`src/rtl/fetch_stage.sv`:
```
// fetch_stage
//   Instruction-fetch stage. Holds the fetch PC, issues one read per cycle to a
//   synchronous instruction memory (1-cycle read latency), and buffers each
//   returned word with its PC in a DEPTH-entry FIFO. Decode drains the FIFO
//   through a valid/ready handshake. A taken branch flushes the FIFO and drops
//   any in-flight response, then restarts fetch at the word-aligned target.
//
// Ports
//   clk            rising-edge clock
//   reset          synchronous, active-high
//   imem_req       read strobe to instruction memory
//   imem_addr      read address (the fetch PC)
//   imem_rdata     instruction word, valid the cycle after a request
//   branch_taken   redirect strobe from execute
//   branch_target  redirect PC (low two bits ignored)
//   instr_d        head instruction to decode (0 when empty)
//   pc_d           PC of instr_d (0 when empty)
//   valid_d        head entry is valid
//   ready_d        decode accepts the head this cycle

module fetch_stage #(
   parameter int             N        = 64,
   parameter int             DEPTH    = 2,
   parameter logic [N-1:0]   RESET_PC = '0
) (
   input  logic           clk,
   input  logic           reset,
   output logic           imem_req,
   output logic [N-1:0]   imem_addr,
   input  logic [31:0]    imem_rdata,
   input  logic           branch_taken,
   input  logic [N-1:0]   branch_target,
   output logic [31:0]    instr_d,
   output logic [N-1:0]   pc_d,
   output logic           valid_d,
   input  logic           ready_d
);

   localparam int           PTR_W   = (DEPTH > 1) ? $clog2(DEPTH) : 1;
   localparam int           CW      = PTR_W + 1;
   localparam logic [CW:0]  DEPTH_W = (CW+1)'(DEPTH);
   localparam logic [N-1:0] PC_STEP = N'(4);

   logic [N-1:0]     fetch_pc_q, fetch_pc_d;
   logic             inflight_q, inflight_d;
   logic [N-1:0]     inflight_pc_q, inflight_pc_d;
   logic [PTR_W-1:0] rd_ptr_q, rd_ptr_d;
   logic [PTR_W-1:0] wr_ptr_q, wr_ptr_d;
   logic [CW-1:0]    count_q, count_d;

   logic [31:0]      instr_mem_q [DEPTH];
   logic [N-1:0]     pc_mem_q    [DEPTH];

   logic             fifo_valid;
   logic             pop;
   logic             push;
   logic             issue;
   logic [CW:0]      occupancy;

   // The two low target bits are forced to zero and never read.
   logic             unused_tgt_bits;
   assign unused_tgt_bits = ^branch_target[1:0];

   assign fifo_valid = (count_q != '0);

   always_comb begin
      pop  = fifo_valid & ready_d & ~branch_taken;
      push = inflight_q & ~branch_taken;
      // Credit check: entries held plus the response still coming back, less
      // the one leaving this cycle, must leave room for one more request.
      occupancy = {1'b0, count_q} + (CW+1)'(inflight_q) - (CW+1)'(pop);
      issue     = ~reset & ~branch_taken & (occupancy < DEPTH_W);
   end

   always_comb begin
      fetch_pc_d    = fetch_pc_q;
      inflight_d    = 1'b0;
      inflight_pc_d = inflight_pc_q;
      rd_ptr_d      = rd_ptr_q;
      wr_ptr_d      = wr_ptr_q;
      count_d       = count_q;

      if (branch_taken) begin
         fetch_pc_d = {branch_target[N-1:2], 2'b00};
         rd_ptr_d   = '0;
         wr_ptr_d   = '0;
         count_d    = '0;
      end else begin
         if (issue) begin
            fetch_pc_d    = fetch_pc_q + PC_STEP;
            inflight_d    = 1'b1;
            inflight_pc_d = fetch_pc_q;
         end
         if (push) begin
            wr_ptr_d = wr_ptr_q + PTR_W'(1);
         end
         if (pop) begin
            rd_ptr_d = rd_ptr_q + PTR_W'(1);
         end
         count_d = count_q + CW'(push) - CW'(pop);
      end
   end

   always_ff @(posedge clk) begin
      if (reset) begin
         fetch_pc_q    <= RESET_PC;
         inflight_q    <= 1'b0;
         inflight_pc_q <= '0;
         rd_ptr_q      <= '0;
         wr_ptr_q      <= '0;
         count_q       <= '0;
      end else begin
         fetch_pc_q    <= fetch_pc_d;
         inflight_q    <= inflight_d;
         inflight_pc_q <= inflight_pc_d;
         rd_ptr_q      <= rd_ptr_d;
         wr_ptr_q      <= wr_ptr_d;
         count_q       <= count_d;
      end
   end

   // Entry storage needs no reset; the outputs are masked while empty.
   always_ff @(posedge clk) begin
      if (push & ~reset) begin
         instr_mem_q[wr_ptr_q] <= imem_rdata;
         pc_mem_q[wr_ptr_q]    <= inflight_pc_q;
      end
   end

   assign imem_req  = issue;
   assign imem_addr = fetch_pc_q;
   assign valid_d   = fifo_valid;
   assign instr_d   = fifo_valid ? instr_mem_q[rd_ptr_q] : '0;
   assign pc_d      = fifo_valid ? pc_mem_q[rd_ptr_q]    : '0;

endmodule

```
`config.mk`:
```
export PLATFORM = sky130hd
export DESIGN_NAME = fetch_stage
export DESIGN_NICKNAME = d
export VERILOG_FILES = /design/src/rtl/fetch_stage.sv
export SDC_FILE = /design/constraint.sdc
export NUM_CORES = 1
export LEC_CHECK = 0
export BUFFER_PORTS_ARGS = -buffer_cell sky130_fd_sc_hd__clkbuf_2
export CAP_MARGIN = 10
export CORE_MARGIN = 1.5
export CORE_UTILIZATION = 48
export DETAILED_ROUTE_END_ITERATION = 6
export PLACE_DENSITY = 0.71
export SLEW_MARGIN = 20
export SYNTH_ARGS = -nofsm -noshare
export SYNTH_HDL_FRONTEND = slang
export SYNTH_SLANG_ARGS = --single-unit
export TNS_END_PERCENT = 1
```
`constraint.sdc`:
```
create_clock -name clk -period 7.7 [get_ports clk]
set_input_delay 1.54 -clock clk [delete_from_list [all_inputs] [get_ports clk]]
set_output_delay 1.54 -clock clk [all_outputs]
set_load 0.05 [all_outputs]
```
Word level (Yosys, flattened, before mapping)
Memories as Yosys holds them, arrays and structs flattened. A register that Yosys moved wholly into a read port is not among the register bits.
Index checks and enable logic that the tools add are counted.
{"block": "op_classes", "addsub": 7, "n_lt_le_gt_ge": 1, "muxes": 11, "bitwise": 8, "n_reduce_logical": 4}
{"op": "64-bit 2-to-1 mux", "count": 3}
{"op": "64-bit by 3-bit adder with 64-bit output, second input constant", "count": 1}
{"op": "32-bit 2-to-1 mux", "count": 1}
{"op": "1-bit 2-to-1 mux", "count": 7}
{"op": "1-bit bitwise AND", "count": 6}
{"op": "2-bit nonzero test", "count": 2}
{"op": "2-bit by 1-bit adder with 3-bit output", "count": 1}
{"op": "3-bit by 2-bit < comparator with 1-bit output, second input constant", "count": 1}
{"op": "3-bit by 1-bit subtractor with 3-bit output", "count": 1}
{"op": "1-bit adder, second input constant", "count": 2}
{"op": "2-bit by 1-bit adder with 2-bit output", "count": 1}
{"op": "1-bit NOT", "count": 2}
{"op": "2-bit AND reduction", "count": 1}
{"op": "2-bit OR reduction", "count": 1}
{"op": "2-bit by 1-bit subtractor with 2-bit output", "count": 1}
{"block": "totals", "register_bits": 133, "mem_bits_rw": 192, "inputBits": 100, "output_inout_bits": 162, "wordCells": 40, "memories": 2}
{"memory": "pc_mem_q", "words": 2, "word_bits": 64, "read_ports": 1, "rd_ports_with_merged_regs": 1, "write_ports": 1, "line": "52", "rtl": "logic [N-1:0] pc_mem_q [DEPTH];"}
{"memory": "instr_mem_q", "words": 2, "word_bits": 32, "read_ports": 1, "rd_ports_with_merged_regs": 1, "write_ports": 1, "line": "51", "rtl": "logic [31:0] instr_mem_q [DEPTH];"}

Logic depth before layout (Yosys ltp)
{"block": "logic_depth", "depth_word": 8, "ltp_mapped": 16, "mapped_depth_nobuf": 10}

Worst setup path before layout
No wires, ideal clock.
{"block": "synth_path", "path_kind": "input to register", "from": "input branch_taken", "to": "memory instr_mem_q[0][0], enable pin", "setup_time_ps": 547, "arrival_time_ps": 6111, "required_ps": 7153, "setup_slack_ps": 1042, "stages": 5, "path_buffers": 2, "path_cell_list": "clkbuf_1 > clkbuf_1 > nor2_1 > nand2_1 > nor2_1"}
{"block": "synth_between", "elab_chain_cells": 5}
{"item": "from (decl)", "line": "31", "rtl": "input logic branch_taken,"}
{"item": "1-bit NOT (no line)"}
{"item": "1-bit bitwise AND", "line": "68", "rtl": "push = inflight_q & ~branch_taken;"}
{"item": "1-bit bitwise AND", "line": "124", "rtl": "if (push & ~reset) begin"}
{"item": "1-bit 2-to-1 mux", "line": "124"}
{"item": "1-bit 2-to-1 mux (not written as such)", "line": "125", "rtl": "instr_mem_q[wr_ptr_q] <= imem_rdata;"}
{"item": "to (decl)", "line": "51"}
Every way passes these cells.

Worst setup path after layout
{"block": "layout_path", "from": "input branch_taken", "to": "output imem_req"}
{"block": "layout_between", "elab_chain_cells": 5, "elab_cells_between_ends": 6}
{"item": "1-bit NOT (no line) (*)"}
{"item": "1-bit bitwise AND", "line": "67", "rtl": "pop = fifo_valid & ready_d & ~branch_taken;"}
{"item": "3-bit by 1-bit subtractor with 3-bit output", "line": "71", "rtl": "occupancy = {1'b0, count_q} + (CW+1)'(inflight_q) - (CW+1)'(pop);"}
{"item": "3-bit by 2-bit < comparator with 1-bit output", "line": "72", "rtl": "issue = ~reset & ~branch_taken & (occupancy < DEPTH_W);"}
{"item": "1-bit bitwise AND (*)", "line": "72"}
{"item": "to (decl)", "line": "28", "rtl": "output logic imem_req,"}
Every way passes the cells marked *; elsewhere a longest branch is shown, timed or not.

==> flow_summary_export.csv <==
group,metric,value,unit
outcome,outcome,"finished, final reports clean",
placement,gp_congestion,0.862,
clock_tree,cts_sinks,318,
floorplan,initial_core_util,48.8,%
critical_path,r2r-end,"imem_addr[27]$_SDFFE_PP0P_",
clock_tree,cts-hold-fix-buffers,0,
clock_tree,post-cts-setup-buffers,0,
floorplan,rows,61,
logic_synthesis,yosysUniqueCellTypes,64,
timing,period_minus_slack,5.81,ns
clock_tree,htreeDepth,2,
cells_and_area,synthToLayoutAreaGrowth,20.0,%
logic_synthesis,ys_seq_elements,318,
critical_path,crit_slowest_cell,"fa_1",
critical_path,startpoint_type,"input pin",
drt,wl_met2,17.1,mm
critical_path,crit_path_max_incr_delay,0.54,ns
hold_path,min_from,"inflight_pc_q[37]$_SDFFE_PP0P_",
logic_synthesis,synthTopCellsByCount,"edfxtp_1 (188), nand2_1 (186), dfxtp_1 (130)",
grt,gr-total-overflow,0,
drt,route.detailed.drc,0,
floorplan,dieHeight,171,um
critical_path,cp.required,6.16,ns
cells_and_area,seq_area,0.00825,mm2
critical_path,rr_worst_depth,12,
critical_path,cpMostUsedCell,"clkbuf_2",
grt,antenna_found_initial,4,
logic_synthesis,ys.flop_type,"edfxtp_1",
clock_tree,post_cts_resized,0,
floorplan,die_area,0.0293,mm2
clock_tree,clockRootBuffer,"clkbuf_16",
logic_synthesis,netlist_area,0.0136,mm2
logic_synthesis,yosys_warnings,0,
power,powerDensity,243,mW/mm2
timing,relSlewSlack,31.3,%
timing,setup_viol,0,
grt,grt_pass1_vias,9897,
logic_synthesis,synth_area_leaders,"edfxtp_1 (42%), dfxtp_1 (19%), mux2i_1 (7.5%)",
placement,io_buffers,255,
hold_path,hp-class,"reg -> reg",
cells_and_area,multi_input_area,0.00493,mm2
drt,dr.max_layer_used,"met4",
drt,wl_met3,3.16,mm
critical_path,crit_type,"in -> out",
timing,tightestPinTransition,1.03,ns
critical_path,crit_path_end_kind,"output pin",
power,p_leak,0.00590,uW
grt,grt_pass1_wl,54.4,mm
critical_path,worstPathArrival,4.27,ns
drt,vias,10700,
timing,worst_slack,1.89,ns
logic_synthesis,netlist_instances,1268,
floorplan,ios,262,
clock_tree,cts_tree,"done",
placement,dp_slack,1.52,ns
cells_and_area,fillers,2439,
power,power,3950,uW
clock_tree,cts_made_buffers,34,
drt,drt_iter0_markers,809,
drt,wl_met1,14.8,mm
logic_synthesis,yosysTopAreaCell,"edfxtp_1",
clock_tree,clk_pin_slew_worst_paths,0.06,ns
cells_and_area,drive_gt1_share,22.9,%
logic_synthesis,synth_top_area_share,41.6,%
timing,final.setup_skew,0.0125,ns
grt,grt_max_degree,72,
cells_and_area,nNetsFinal,1587,
clock_tree,cts.path.max_buffers,3,
timing,hold_viol_final,0,
clock_tree,clkLatencyLatePin,0.51,ns
placement,placed_cells,1826,
critical_path,r2r_start,"count_q[1]$_SDFF_PP0_",
logic_synthesis,synth_edf_count,188,
timing,rsz0062_at_grt,"no",
hold_path,hold-path-endpoint,"pc_mem_q[0][37]$_DFFE_PP_",
floorplan,fp.dieW,171,um
timing,fmax,172,MHz
logic_synthesis,avgSynthCellArea,10.7,um2
timing,period_share,75.4,%
placement,dp_hpwl,23.0,mm
floorplan,core-area,0.0278,mm2
drt,ant_nets,0,
cells_and_area,finalNonFillerCells,1891,
critical_path,cp_max_fo,33,
logic_synthesis,synthArstFlopShare,0,%
timing,drv_slew,0,
flow_run,max_cap_violations,0,
power,peakVddDrop,0.000160,V
hold_path,hold_depth,0,
drt,viasPerCell,5.67,
drt,wl_per_cell,19.0,um
drt,firstDrtPassIters,7,
timing,tns,0,ns
critical_path,crit_chain,"clkbuf_2, nor4bb_1, o21ai_0, fa_1, or3b_1, or2_4, clkinv_2, clkbuf_2",
logic_synthesis,yosysSeqAreaShare,60.8,%
logic_synthesis,yosysMostFrequentCell,"edfxtp_1",
critical_path,r2r_slack,2.68,ns
grt,grt_usage,24.0,%
drt,drt_wl_total,35.9,mm
stage by stage:
| stage | instance area [um2] | hold WS, ns | util (%) |
|---|---|---|---|
| 6_report | 16300 | 0.448 | 58.6 |
| 5_1_grt | 16300 | 0.460 | 58.6 |
| 4_1_cts | 16300 | 0.449 | 58.6 |
| 3_5_place_dp | 15100 | 0.435 | 54.4 |
| 3_3_place_gp | 15100 | 0.429 | 54.4 |
| 2_1_floorplan | 13600 | 0.425 | - |
power by group:
part | internal, uW | switching [uW] | leakage (uW)
sequential | 1840 | 69.2 | 0.00285
combinational | 94.4 | 263 | 0.00248
clock | 1030 | 653 | 0.000572
state kept, by name, summed over array words and instances (netlist names), named ones only:
signal / cells
inflight_pc_q: 62
count_q: 2
imem_addr: 62
pc_mem_q: 124
wr_ptr_q: 1
rd_ptr_q: 1
inflight_q: 1
instr_mem_q: 64
worst max-delay path by stage:
stage                  from                     endpoint  slack, ns  cells after the start
2_1_floorplan  branch_taken  instr_mem_q[0][0]$_DFFE_PP_       1.04                      5
3_3_place_gp   branch_taken   imem_addr[16]$_SDFFE_PP0P_       1.66                     13
3_5_place_dp   branch_taken   imem_addr[31]$_SDFFE_PP0P_       1.52                     13
4_1_cts        branch_taken                     imem_req       1.95                      8
5_1_grt        branch_taken   imem_addr[27]$_SDFFE_PP0P_       1.78                     13
6_report       branch_taken                     imem_req       1.89                      8
critical path: cells and delay by family:
kind	cells	cell delay, ns
and+or+nand+nor	3	1.44
adders and majority gates	1	0.54
AOI/OAI and AO/OA	1	0.22
buffers and inverters	3	0.51
cell families after synthesis:
kind of cell	synth area share (%)
AOI/OAI and AO/OA	9.52
xor gates and xnor gates	0.452
adders and majority gates	0.332
buffers and inverters	3.22
DFF	60.8
muxes	7.86
other	0.0276
and+or+nand+nor	17.8
final cells by class:
type / count / share of cell area [%]
Sequential cell: 318 / 50.7
Antenna cell: 4 / 0.0615
Inverter: 13 / 0.307
Clock buffer: 45 / 5.98
Timing Repair Buffer: 273 / 8.68
Clock inverter: 16 / 1.14
Multi-Input combinational cell: 844 / 30.2
Tap cell: 378 / 2.90
placed cells by master (no fill, tap or decap), types with 5 or more instances in the layout:
cell type	Yosys	routed
clkbuf_2	0	254
edfxtp_1	188	188
nand2_1	186	186
dfxtp_1	130	129
nor2_1	128	126
mux2i_1	102	102
a21oi_1	89	89
nand3_1	53	53
a31oi_1	38	38
clkbuf_16	0	36
o21ai_0	27	27
nand4_1	27	27
or3_1	19	19
buf_4	5	19
nor4_1	19	18
nor3_1	16	16
and2_1	15	15
inv_1	12	12
and3_1	13	12
o211ai_1	12	12
or4_1	10	10
a311o_1	8	8
clkinv_2	0	7
nand3b_1	7	7
and4_1	5	5
clkbuf_1	62	5
per-layer routing:
| layer | global-route usage (%) | vias up |
|---|---|---|
| met5 | 0 | - |
| met4 | 8.77 | 0 |
| met3 | 5.02 | 64 |
| met2 | 38.7 | 469 |
| met1 | 31.8 | 5117 |
| li1 | - | 5078 |
Power figures use the tool's default switching activity.
